## config.mk

```make
export PLATFORM = sky130hd
export DESIGN_NAME = grouped_update_sequencer
export DESIGN_NICKNAME = d
export VERILOG_FILES = /design/src/rtl/grouped_update_sequencer.sv
export SDC_FILE = /design/constraint.sdc
export NUM_CORES = 1
export LEC_CHECK = 0
export BUFFER_PORTS_ARGS = -buffer_cell sky130_fd_sc_hd__buf_2
export CAP_MARGIN = 20
export CORE_MARGIN = 3
export CORE_UTILIZATION = 40
export DETAILED_ROUTE_END_ITERATION = 16
export PLACE_DENSITY = 0.59
export SYNTH_ARGS = -nofsm -noshare
export SYNTH_HDL_FRONTEND = slang
export SYNTH_SLANG_ARGS = --single-unit
```

## constraint.sdc

```tcl
create_clock -name clk -period 2.05 [get_ports clk]
set_input_delay 0.1025 -clock clk [delete_from_list [all_inputs] [get_ports clk]]
set_output_delay 0.1025 -clock clk [all_outputs]
set_load 0.02 [all_outputs]
```

## src/rtl/grouped_update_sequencer.sv

```systemverilog
// grouped_update_sequencer: steps the LUT group index through colour groups with a programmable dwell per group
// and pauses between sweeps for a sampler handshake.
module grouped_update_sequencer #(
    parameter int NUM_GROUPS = 5,
    parameter int DWELL_W    = 8,
    parameter int SWEEP_W    = 16
) (
    input  logic               clk,
    input  logic               rst,
    input  logic               start,
    input  logic               stop,
    input  logic [DWELL_W-1:0] dwell,
    input  logic [SWEEP_W-1:0] num_sweeps,
    input  logic               sample_ack,
    output logic [0:2]         group_EN,
    output logic               update_en,
    output logic               sample_req,
    output logic               sweep_done,
    output logic [SWEEP_W-1:0] sweep_cnt,
    output logic               busy,
    output logic               done
);
    typedef enum logic [1:0] {IDLE, RUN, SAMPLE, DONE} state_t;

    localparam logic [2:0] LAST = 3'(NUM_GROUPS - 1);

    state_t             state;
    logic [DWELL_W-1:0] dwell_lat;
    logic [DWELL_W-1:0] dwell_cnt;
    logic [SWEEP_W-1:0] target;
    logic [DWELL_W-1:0] dwell_eff;

    assign dwell_eff = (dwell == '0) ? DWELL_W'(1) : dwell;

    // dwell_cnt counts the cycles left in the current group after this one
    always_ff @(posedge clk) begin
        if (rst) begin
            state      <= IDLE;
            dwell_lat  <= '0;
            dwell_cnt  <= '0;
            target     <= '0;
            group_EN   <= '0;
            update_en  <= 1'b0;
            sample_req <= 1'b0;
            sweep_done <= 1'b0;
            sweep_cnt  <= '0;
            busy       <= 1'b0;
            done       <= 1'b0;
        end else begin
            sweep_done <= 1'b0;
            case (state)
                IDLE, DONE: begin
                    if (stop) begin
                        state <= IDLE;
                        done  <= 1'b0;
                    end else if (start) begin
                        state     <= RUN;
                        dwell_lat <= dwell_eff;
                        dwell_cnt <= dwell_eff - DWELL_W'(1);
                        target    <= num_sweeps;
                        sweep_cnt <= '0;
                        group_EN  <= '0;
                        update_en <= 1'b1;
                        busy      <= 1'b1;
                        done      <= 1'b0;
                    end
                end
                RUN: begin
                    if (stop) begin
                        state     <= IDLE;
                        group_EN  <= '0;
                        update_en <= 1'b0;
                        busy      <= 1'b0;
                    end else if (dwell_cnt == '0) begin
                        if (group_EN < LAST) begin
                            group_EN  <= group_EN + 3'd1;
                            dwell_cnt <= dwell_lat - DWELL_W'(1);
                        end else begin
                            state      <= SAMPLE;
                            update_en  <= 1'b0;
                            sample_req <= 1'b1;
                            sweep_done <= 1'b1;
                            sweep_cnt  <= sweep_cnt + SWEEP_W'(1);
                        end
                    end else begin
                        dwell_cnt <= dwell_cnt - DWELL_W'(1);
                    end
                end
                SAMPLE: begin
                    if (stop) begin
                        state      <= IDLE;
                        group_EN   <= '0;
                        sample_req <= 1'b0;
                        busy       <= 1'b0;
                    end else if (sample_ack) begin
                        sample_req <= 1'b0;
                        group_EN   <= '0;
                        if (target != '0 && sweep_cnt == target) begin
                            state <= DONE;
                            busy  <= 1'b0;
                            done  <= 1'b1;
                        end else begin
                            state     <= RUN;
                            update_en <= 1'b1;
                            dwell_cnt <= dwell_lat - DWELL_W'(1);
                        end
                    end
                end
                default: state <= IDLE;
            endcase
        end
    end
endmodule

```

==> metrics.md <==
| Metric | Value |
|---|---|
| Chip height | `95.9 um` |
| Clk slew on worst S/H paths | `0.07 ns` |
| Vias in the first global route | `3,068` |
| Fin crit period | `1.93 ns` |
| Fill count | `762` |
| Cell Rows | `32` |
| Top cells by area, synth | `dfxtp_1, nand2_1, a21oi_1` |
| Clock Tree Buf Depth | `2` |
| Comb pwr share | `24.0%` |
| GPL Wtd Cong | `0.841` |
| Worst slew pin tran | `0.429 ns` |
| FMAX | `518 MHz` |
| Seq. cell area | `0.00116 mm^2` |
| Synth Warn # | `0` |
| Die area | `0.00919 mm^2` |
| Clock skew | `0.0119 ns` |
| Final WL | `8.79 mm` |
| Outcome | `finished clean` |
| Clock Latency Late Sink | `0.34 ns` |
| Area after DPL | `0.00376 mm^2` |
| Routed Antenna Nets | `0` |
| Worst relative slew slack | `71.4%` |
| Top cell type's share of synthesized area | `35.9%` |
| DP HPWL | `6.49 mm` |
| Switching Share | `31.9%` |
| DR vias/cell | `5.28` |
| Htree depth | `3` |
| Synthesized Nets | `442` |
| First-pass GRT wire length | `14.8 mm` |
| Fin area | `0.00407 mm^2` |
| Pint | `1950 uW` |
| Clock power share | `32.9%` |
| Number of flops mapped to enable cells by yosys | `0` |
| Cells after Synth | `405` |
| Final Max Slew Viols | `0` |
| Max-Cap Viols | `0` |
| Nature of the critical path endpoint | `register` |
| Final WS setup | `0.118 ns` |
| Psw | `915 uW` |
| Clock Sink Count | `58` |
| Largest fanout on the critical path | `7` |
| Main flop type after synthesis | `dfxtp_1` |
| Worst EP arrival | `2.16 ns` |
| Final Hold Fails | `0` |
| Gr ovfl total | `0` |
| Synth-to-layout area growth | `26.0%` |
| Largest net degree at the start of global routing | `40` |
| VDD IR max | `0.376 mV` |
| Required @ worst endpoint | `2.28 ns` |
| Yosys cell types | `56` |
| Synthesized cell area | `0.00323 mm^2` |
| Sequential share of power | `43.1%` |
| Syn Area/Cell | `7.98 um^2` |
| Fin crit share | `94.3%` |
| CTS tree | `yes` |
| Yosys reg bits | `58` |
| Die X | `95.9 um` |
| Dpl ws | `-0.0118 ns` |
| Vias | `3,166` |
| Layout net count | `530` |
| Initial Utilization | `41.6%` |
| Core box area | `0.00777 mm^2` |
| Share of cells above drive strength 1 | `24.7%` |
| Gr usage total | `20.5%` |
| Area occupied by multi-input gates | `0.00198 mm^2` |
| Critical Path Start Type | `register` |
| DRC violations left | `0` |
| Fin Hold WS | `0.00730 ns` |
| PwrDens | `705 mW/mm^2` |
| IO Count | `53` |
| Pre-antenna DRT Iters | `5` |
| DR WL/cell | `14.6 um` |
| Sequential area share after synthesis | `35.9%` |
| Clock root cell | `clkbuf_8` |
| Post-synth top area cell | `dfxtp_1` |
| PortBufs | `52` |
| Leak | `0.00172 uW` |
| Initial antenna violation count | `0` |
| Initial DRC count | `139` |
| Hold/Removal Path Class | `in2reg` |
| RSZ-0062 raised after global routing | `yes` |
| CTS Buf Count | `9` |
| Worst Setup Path Type | `reg2reg` |
| FFs w/ async S/R, synth | `0%` |
| # diodes | `0` |
| Setup violators final | `0` |
==> cell families after synthesis <==
kind of cell / after synthesis / share of synthesized area [%]
AO/OA/AOI/OAI: 91 / 17.5
XOR/XNOR: 42 / 11.4
adder cells (fa/ha/maj): 8 / 3.10
buffers and inverters: 29 / 4.34
flip-flops: 58 / 35.9
multiplexers: 3 / 0.930
AND/OR/NAND/NOR: 174 / 26.8
==> synth_stat cells, drive strengths merged, types with 3 or more instances <==
| cell type | number |
|---|---|
| a211oi | 4 |
| a21oi | 41 |
| a31oi | 4 |
| and3 | 12 |
| clkbuf | 13 |
| dfxtp | 58 |
| ha | 8 |
| inv | 13 |
| mux2i | 3 |
| nand2 | 66 |
| nand3 | 14 |
| nand4 | 6 |
| nor2 | 37 |
| nor3 | 13 |
| nor3b | 3 |
| nor4 | 9 |
| o21ai | 18 |
| o221ai | 4 |
| o22ai | 3 |
| or4 | 3 |
| xnor2 | 23 |
| xor2 | 19 |
==> flip-flops by register name (all words and copies together) (netlist names), 2 cells and up <==
signal and cells:
sweep_cnt 16, target 16, dwell_cnt 8, dwell_lat 8, group_EN 3, state 2
==> placed cells by master, fill, tap and decap left out, types with 7 or more instances in the layout <==
master / count
inv_1: 11
o21ai_0: 16
nand3_1: 14
and3_1: 9
nor2_1: 37
dfxtp_1: 57
a21oi_1: 41
buf_4: 34
clkbuf_8: 10
nor4_1: 7
xnor2_1: 23
nor3_1: 12
nand2_1: 65
xor2_1: 19
buf_2: 52
==> metrics by stage <==
stage	cells	TNS (ns)	total power, uW	util, %
after CTS	597	0	2860	51.5
final	600	0	2870	52.4
after global routing	600	-0.0300	3030	52.4
after global placement	575	0	1900	48.5
after detailed placement	575	-0.0155	1900	48.5
after floorplan	405	0	1700	-
==> per-layer routing <==
metal	vias up	part of all wire [%]	GRT usage, %
met4	0	1.1	7.70
li1	1607	-	-
met3	9	5.4	3.05
met2	93	47	33.2
met1	1457	46	27.5
met5	-	0	0
==> power by group through the flow <==
stage | logic, uW | registers (uW) | clock network [uW]
2_1_floorplan | 441 | 1250 | 0
3_3_place_gp | 638 | 1260 | 0
3_5_place_dp | 641 | 1260 | 0
4_1_cts | 659 | 1240 | 966
5_1_grt | 768 | 1250 | 1020
6_report | 689 | 1240 | 943
==> worst max-delay path, stage by stage, from the launching register on <==
cell and delay [ns]:
dfxtp_1 0.33, inv_2 0.09, ha_4 0.14, nor3b_4 0.28
a41oi_4 0.21, nor3b_4 0.36, and3_4 0.25, xnor2_1 0.12
nor2_1 0.05
==> worst paths after layout <==
check | from | endpoint | slack (ns) | cells after the start
max | dwell_cnt[1] | sweep_cnt[6] | 0.12 | 8
min | num_sweeps[10] | target[10] | 0.007 | 3
max reg2reg | dwell_cnt[1] | sweep_cnt[6] | 0.12 | 8
min reg2reg | dwell_lat[7] | dwell_lat[7] | 0.48 | 2
==> final cells by class <==
class                           count  share of cell area, %
Multi-Input combinational cell    318                   48.6
Sequential cell                    58                   28.5
Timing Repair Buffer               92                   14.1
Clock buffer                       11                   3.47
Tap cell                          102                   3.13
Inverter                           14                   1.35
Clock inverter                      5                  0.738
==> timing repair <==
item	4_1_cts	5_1_grt
resized for setup	1	14
setup buffers	0	3
setup endpoints to repair	4	18
hold endpoints to repair	6	0
pin swaps	0	6
hold buffers	6	0
(Power assumes the default switching activity.)
